## src/rtl/leaf_rr_dispatch.sv

```systemverilog
// leaf_rr_dispatch: FIFO-buffered round-robin dispatcher of work words to NUM_LEAVES leaves (optional LEAF_DISPATCH_CNT_EN adds dispatch_cnt)
module leaf_rr_dispatch #(
    parameter int NUM_LEAVES = 5,
    parameter int DATA_W     = 16,
    parameter int DEPTH      = 4
) (
    input  logic                    clk,
    input  logic                    rst_n,
    input  logic                    flush,
    input  logic                    in_valid,
    output logic                    in_ready,
    input  logic [DATA_W-1:0]       in_data,
    output logic [NUM_LEAVES-1:0]   out_valid,
    input  logic [NUM_LEAVES-1:0]   out_ready,
    output logic [DATA_W-1:0]       out_data,
`ifdef LEAF_DISPATCH_CNT_EN
    output logic [31:0]             dispatch_cnt,
`endif
    output logic [$clog2(DEPTH):0]  fifo_level
);
    localparam int AW = $clog2(DEPTH);
    localparam int LW = AW + 1;
    localparam int TW = $clog2(NUM_LEAVES);
    typedef enum logic {EMPTY, PRESENT} state_t;
    state_t state;
    logic [DATA_W-1:0] mem [DEPTH];
    logic [AW-1:0] wr_ptr, rd_ptr;
    logic [TW-1:0] next_tgt;
    logic push, xfer, load;
    assign in_ready = fifo_level != LW'(DEPTH);
    assign push = in_valid && in_ready;
    assign xfer = |(out_valid & out_ready);
    assign load = !flush && fifo_level != '0 && (state == EMPTY || xfer);
    // word storage; stale entries after flush are never read because pointers reset
    always_ff @(posedge clk)
        if (push) mem[wr_ptr] <= in_data;
    // FIFO pointers and occupancy; a pop is exactly an output-register load
    always_ff @(posedge clk or negedge rst_n)
        if (!rst_n) begin
            wr_ptr     <= '0;
            rd_ptr     <= '0;
            fifo_level <= '0;
        end else if (flush) begin
            wr_ptr     <= '0;
            rd_ptr     <= '0;
            fifo_level <= '0;
        end else begin
            if (push) wr_ptr <= wr_ptr + 1'b1;
            if (load) rd_ptr <= rd_ptr + 1'b1;
            fifo_level <= fifo_level + LW'(push) - LW'(load);
        end
    // output register FSM: present head to the next leaf in rotation, hold while stalled
    always_ff @(posedge clk or negedge rst_n)
        if (!rst_n) begin
            state     <= EMPTY;
            out_valid <= '0;
            out_data  <= '0;
            next_tgt  <= '0;
        end else if (flush) begin
            state     <= EMPTY;
            out_valid <= '0;
            next_tgt  <= '0;
        end else if (load) begin
            state     <= PRESENT;
            out_valid <= NUM_LEAVES'(1) << next_tgt;
            out_data  <= mem[rd_ptr];
            next_tgt  <= (next_tgt == TW'(NUM_LEAVES - 1)) ? '0 : next_tgt + 1'b1;
        end else if (xfer) begin
            state     <= EMPTY;
            out_valid <= '0;
        end
`ifdef LEAF_DISPATCH_CNT_EN
    // count completed transfers; a transfer coinciding with flush is dropped and not counted
    always_ff @(posedge clk or negedge rst_n)
        if (!rst_n) dispatch_cnt <= '0;
        else if (flush) dispatch_cnt <= '0;
        else if (xfer) dispatch_cnt <= dispatch_cnt + 32'd1;
`endif
endmodule

```

## config.mk

```make
export PLATFORM = sky130hd
export DESIGN_NAME = leaf_rr_dispatch
export DESIGN_NICKNAME = d
export VERILOG_FILES = /design/src/rtl/leaf_rr_dispatch.sv
export SDC_FILE = /design/constraint.sdc
export NUM_CORES = 1
export LEC_CHECK = 0
export ABC_AREA = 1
export CAP_MARGIN = 20
export CORE_UTILIZATION = 45
export CTS_BUF_LIST = sky130_fd_sc_hd__clkbuf_4 sky130_fd_sc_hd__clkbuf_8 sky130_fd_sc_hd__clkbuf_16
export DETAILED_ROUTE_END_ITERATION = 10
export MAX_ROUTING_LAYER = met4
export PLACE_DENSITY_LB_ADDON = 0.05
export RECOVER_POWER = 50
export SLEW_MARGIN = 25
export SYNTH_ARGS = -nofsm -noshare
export SYNTH_HDL_FRONTEND = slang
export SYNTH_SLANG_ARGS = --single-unit
export TNS_END_PERCENT = 10
```

## constraint.sdc

```tcl
create_clock -name clk -period 2.5 [get_ports clk]
set_input_delay 0.375 -clock clk [delete_from_list [all_inputs] [get_ports clk]]
set_output_delay 0.375 -clock clk [all_outputs]
set_load 0.005 [all_outputs]
```

; Word level (Yosys, flattened, before mapping)
; Memories as Yosys holds them, arrays and structs flattened. A register that Yosys moved wholly into a read port is not among the register bits.
; Cells that the tools add are included.
[word_totals]
memories = 1
reg_bits = 16
in_bits = 25
ram_bits = 64
wordCells = 46
out_inout_bits = 25
[classes]
add_sub_neg = 5
mux = 16
bitwise_logic = 3
shift = 1
n_eq_ne = 2
reduce_logical = 12
[memory_table]
columns = memory, words, word_bits, read_ports, rd_ports_with_merged_regs, write_ports, line_no
row1 = mem, 4, 16, 1, 1, 1, 26  ; logic [DATA_W-1:0] mem [DEPTH];
[op_table]
columns = cell, n
row1 = 5-bit two-way mux, 3
row2 = 3-bit two-way mux, 4
row3 = 2-bit two-way mux, 4
row4 = 3-bit nonzero test, 2
row5 = 5-bit bitwise AND, 1
row6 = 1-bit two-way mux, 5
row7 = 5-bit OR reduction, 1
row8 = 1-bit by 3-bit << shifter with 5-bit output (first input constant), 1
row9 = 2-bit by 1-bit adder with 2-bit output (second input constant), 2
row10 = 2-bit nonzero test, 2
row11 = 3-bit by 1-bit adder with 3-bit output, 1
row12 = 3-bit by 1-bit adder with 3-bit output (second input constant), 1
row13 = 3-bit equality test (second input constant), 1
row14 = 1-bit logical AND, 3
row15 = 3-bit != test (second input constant), 1
row16 = 3-bit by 1-bit subtractor with 3-bit output, 1
row17 = 1-bit logical NOT, 2
row18 = 1-bit inverter, 2
row19 = 2-bit AND reduction, 1
row20 = 1-bit logical OR, 1

; Depth between registers and ports, before layout
[depth]
word_depth = 6
ltp_mapped = 14
mapped_depth_nobuf = 13

; Worst setup path after synthesis
; No wires, ideal clock.
[synth_path]
path_kind = flip-flop to flip-flop
from = register fifo_level[1]
to = register fifo_level[2]
setup_ps = 124
path_stages_with_launch = 15
n_path_buf = 1
synth_period_minus_slack_ps = 2256
arrival_ps = 2131
required_ps = 2376
slack_ps = 244
path_cell_list = dfrtp_1 > inv_2 > nand3_2 > inv_2 > nor2_8 > nand2_4 > clkinv_4 > buf_8 > ha_1 > inv_1 > ha_1 > inv_1 > fa_1 > xor2_1 > nor2_1
[synth_via]
elab_chain_cells = 5
elab_cells_between_ends = 8
classes_between = add/sub (2) / eq/ne (1) / mux (1) / reduce/logical (4)
[synth_rtl]
columns = item, line_no
row1 = "start, declared", 19  ; output logic [$clog2(DEPTH):0] fifo_level
row2 = "start signal, assigned", 50  ; fifo_level <= fifo_level + LW'(push) - LW'(load);
row3 = 3-bit != test / 3-bit nonzero test (equally long branches), "30, 33"
row4 = 1-bit logical AND (on tied branches), "31, 33"
row5 = 3-bit by 1-bit adder with 3-bit output / 1-bit logical AND (equally long branches), "50, 33"
row6 = 3-bit by 1-bit subtractor with 3-bit output (*), 50
row7 = 3-bit two-way mux (*), 43  ; end else if (flush) begin
; Every way passes the cells marked *; elsewhere a longest branch is shown, timed or not.
; A chain may end at the register's enable or synchronous reset.

; Worst setup path after layout
; Ends and elaborated chain as after synthesis.

==> out/qor.yml <==
critical_path:
  r2r_cells: 13
  critical_path.startpoint_type: "flop"
  critPathArrivalTime_ns: 2.45
  slowest_stage: "dfrtp_1"
  crit_start: "fifo_level[1]"
  reg2reg_to: "fifo_level[2]"
  critPathTopFamily: "adder cells"
  cp.required_ns: 2.79
  cp_num_buf_inv: 5
  crit_path_frequent_cell: "inv_1"
  reg2reg_from: "fifo_level[1]"
  end_kind: "flop"
  critPathMaxFanout: 4
  criticalPathCategory: "flop to flop"
  worstPathCellList: "inv_1 -> nand3_2 -> inv_1 -> nor2_1 -> nand2_4 -> clkinv_4 -> ha_1 -> inv_1 -> ha_1 -> inv_1 -> fa_1 -> xor2_1 -> nor2_1"
  r2r_slack_ns: 0.34
  max_stage_delay_ns: 0.44
floorplan:
  fp-row-count: 34
  pin_count: 50
  start_util_pct: 46.4
  dieArea_um2: 9380
  die_y_um: 96.9
  die_w_um: 96.9
  core-area_um2: 8720
sta:
  clock_skew_ns: 0.0133
  setup_viol: 0
  drv_slew: 0
  rsz0062_at_grt: "false"
  maxSlewHeadroom_pct: 44.6
  fin_crit_sh_pct: 86.2
  tightest_slew_ns: 0.830
  fmax_mhz: 464
  fin_crit_ns: 2.16
  tns_ns: 0
  hold_violations: 0
min_path:
  hold_path_class: "primary input to asynchronous set/reset pin"
global_route:
  track_usage_pct: 18.6
  grt_pass1_wl_um: 13100
  grt_max_degree: 36
  grt_pass1_vias: 2571
  grt_overflow: 0
  antenna_found_initial: 0
placement:
  routabilityCongestion: 0.709
  place_inst: 527
  post_dp_cell_area_um2: 4680
  dp_hpwl_um: 4700
  io_buffers: 49
clock_network:
  cts_tree: "done"
  clock-root-buffer: "clkbuf_8"
  clk_pin_slew_ns: 0.10
  ctsHtreeMaxLevel: 3
  cts_buffer_depth: 2
  cts_buffers: 9
  hold_buffers: 0
  cts_sinks: 96
  post_cts_resized: 0
  cts_setup_buffers: 0
  insertion_delay_ns: 0.35
power:
  p_comb_share_pct: 36.4
  p_total_mw: 5.06
  pwr-share-clk_pct: 20.2
  switchingPower_mw: 1.78
  power_density_nw_per_um2: 1040
  cell_internal_pwr_mw: 3.28
  swShare_pct: 35.2
  p_leak_nw: 2.05
  p_seq_share_pct: 43.3
  ir_drop_v: 0.000458
logic_synthesis:
  syn_inst: 372
  synth_seq_area_share_pct: 67.2
  synth_cell_types: 26
  synth_top_cell_by_area: "edfxtp_1"
  ys.warnings.count: 0
  synth_ff_type: "edfxtp_1"
  yosys-top-cells-area: "edfxtp_1, dfrtp_1, nand2_1, nor2_1, o21ai_0"
  syn_avg_cell_area_um2: 10.9
  async_flop_share_pct: 33.3
  synth_edf_count: 64
  ys_ff_latch: 96
  synthesis.area_um2: 4050
  synth_top_area_share_pct: 47.5
  syn_nets: 409
final_layout:
  layout-drive-gt1-share_pct: 7.36
  nets: 467
  area_delta_synth_final_pct: 19.8
  stdcell_area_um2: 4850
  fin_cells: 543
  num_antenna_cells: 0
routing:
  routed_wl_um: 7760
  dr_total_vias: 2653
  wl_per_cell_um: 14.3
  via_per_inst: 4.89
  drc: 0
  drtPass1Iterations: 4
  ant_nets: 0
  drt-initial-drc-count: 135
status:
  status: "finished, final reports clean"
run:
  maxCapViolCount: 0
placed cells by master (no fill, tap or decap), types with 2 or more instances in the layout:
cell | synthesis | layout
nand2_1 | 86 | 86
nor2_1 | 75 | 76
edfxtp_1 | 64 | 64
o21ai_0 | 33 | 33
dfrtp_1 | 32 | 32
clkdlybuf4s50_1 | 0 | 32
inv_1 | 20 | 22
dlygate4sd3_1 | 0 | 17
nand3_1 | 15 | 15
ha_1 | 11 | 11
buf_4 | 3 | 10
clkbuf_8 | 0 | 9
nand4_1 | 5 | 5
nand3_2 | 2 | 2
clkinv_4 | 1 | 2
xor2_1 | 2 | 2
a21oi_1 | 2 | 2
clkinvlp_4 | 0 | 2
clkbuf_1 | 1 | 2
worst reg2reg max path, stage by stage (launching register included):
cell and delay (ns):
dfrtp_1 0.44, inv_1 0.09, nand3_2 0.10, inv_1 0.06, nor2_1 0.21, nand2_4 0.09
clkinv_4 0.05, ha_1 0.21, inv_1 0.06, ha_1 0.13, inv_1 0.05, fa_1 0.36
xor2_1 0.16, nor2_1 0.08
layer usage:
layer / global-route usage (%) / up-vias / wire, µm
met4: 6.20 / 0 / 80
met2: 28.7 / 49 / 3580
met3: 2.67 / 9 / 223
met1: 25.5 / 1258 / 3880
met5: - / - / 0
li1: - / 1337 / -
cell usage after synthesis (2+ instances only):
master    number
dfrtp_1       32
a21oi_1        2
nand3_1       15
inv_2          3
nand4_1        5
edfxtp_1      64
inv_1         20
buf_4          3
clkbuf_2       2
xor2_1         2
ha_1          11
nand2_1       86
nand3_2        2
o21ai_0       33
buf_2          7
nor2_1        75
worst max-delay path by stage:
| stage | end | cells past startpoint |
|---|---|---|
| 4_1_cts | fifo_level[2] | 13 |
| 3_5_place_dp | fifo_level[2] | 14 |
| 5_1_grt | fifo_level[2] | 13 |
| 6_report | fifo_level[2] | 13 |
| 2_1_floorplan | fifo_level[2] | 14 |
| 3_3_place_gp | fifo_level[2] | 14 |
per-stage QoR:
step	worst slack, ns	hold WS, ns	util (%)
after floorplan	0.244	0.0794	-
after global placement	0.0682	0.463	53.6
after detailed placement	0.0253	0.465	53.6
after CTS	0.366	0.426	55.9
after global routing	0.135	0.518	55.6
final	0.344	0.486	55.6
cell families after synthesis:
| family | after synthesis | share of synthesized area, % |
|---|---|---|
| AOI/OAI and AO/OA | 36 | 4.51 |
| adders and majority gates | 12 | 3.89 |
| buffers and inverters | 39 | 4.76 |
| and+or+nand+nor | 186 | 19.0 |
| DFF | 96 | 67.2 |
| xor gates and xnor gates | 3 | 0.649 |
state kept, by name, indices dropped and copies added, names as in the netlist:
signal / flops
out_valid: 5
out_data: 16
wr_ptr: 2
next_tgt: 3
fifo_level: 3
state: 1
rd_ptr: 2
mem: 64
power by group through the flow:
stage	sequential, mW	combinational, mW	clock (mW)
floorplan	2.22	1.22	0
global placement	2.22	1.90	0
detailed placement	2.23	1.92	0
CTS	2.20	1.93	1.05
global route	2.24	2.13	1.11
finish	2.19	1.84	1.02
area by class of cell:
| cell class | instances | area (µm²) |
|---|---|---|
| repair buffers | 62 | 578 |
| fillers | 794 | 3870 |
| well taps | 108 | 135 |
| flip-flops and latches | 96 | 2720 |
| multi-input cells | 237 | 1120 |
| clock inverters | 7 | 77.6 |
| inverters | 24 | 95.1 |
| clock buffers | 9 | 124 |
Note: power is estimated with default switching activity, not from simulation.
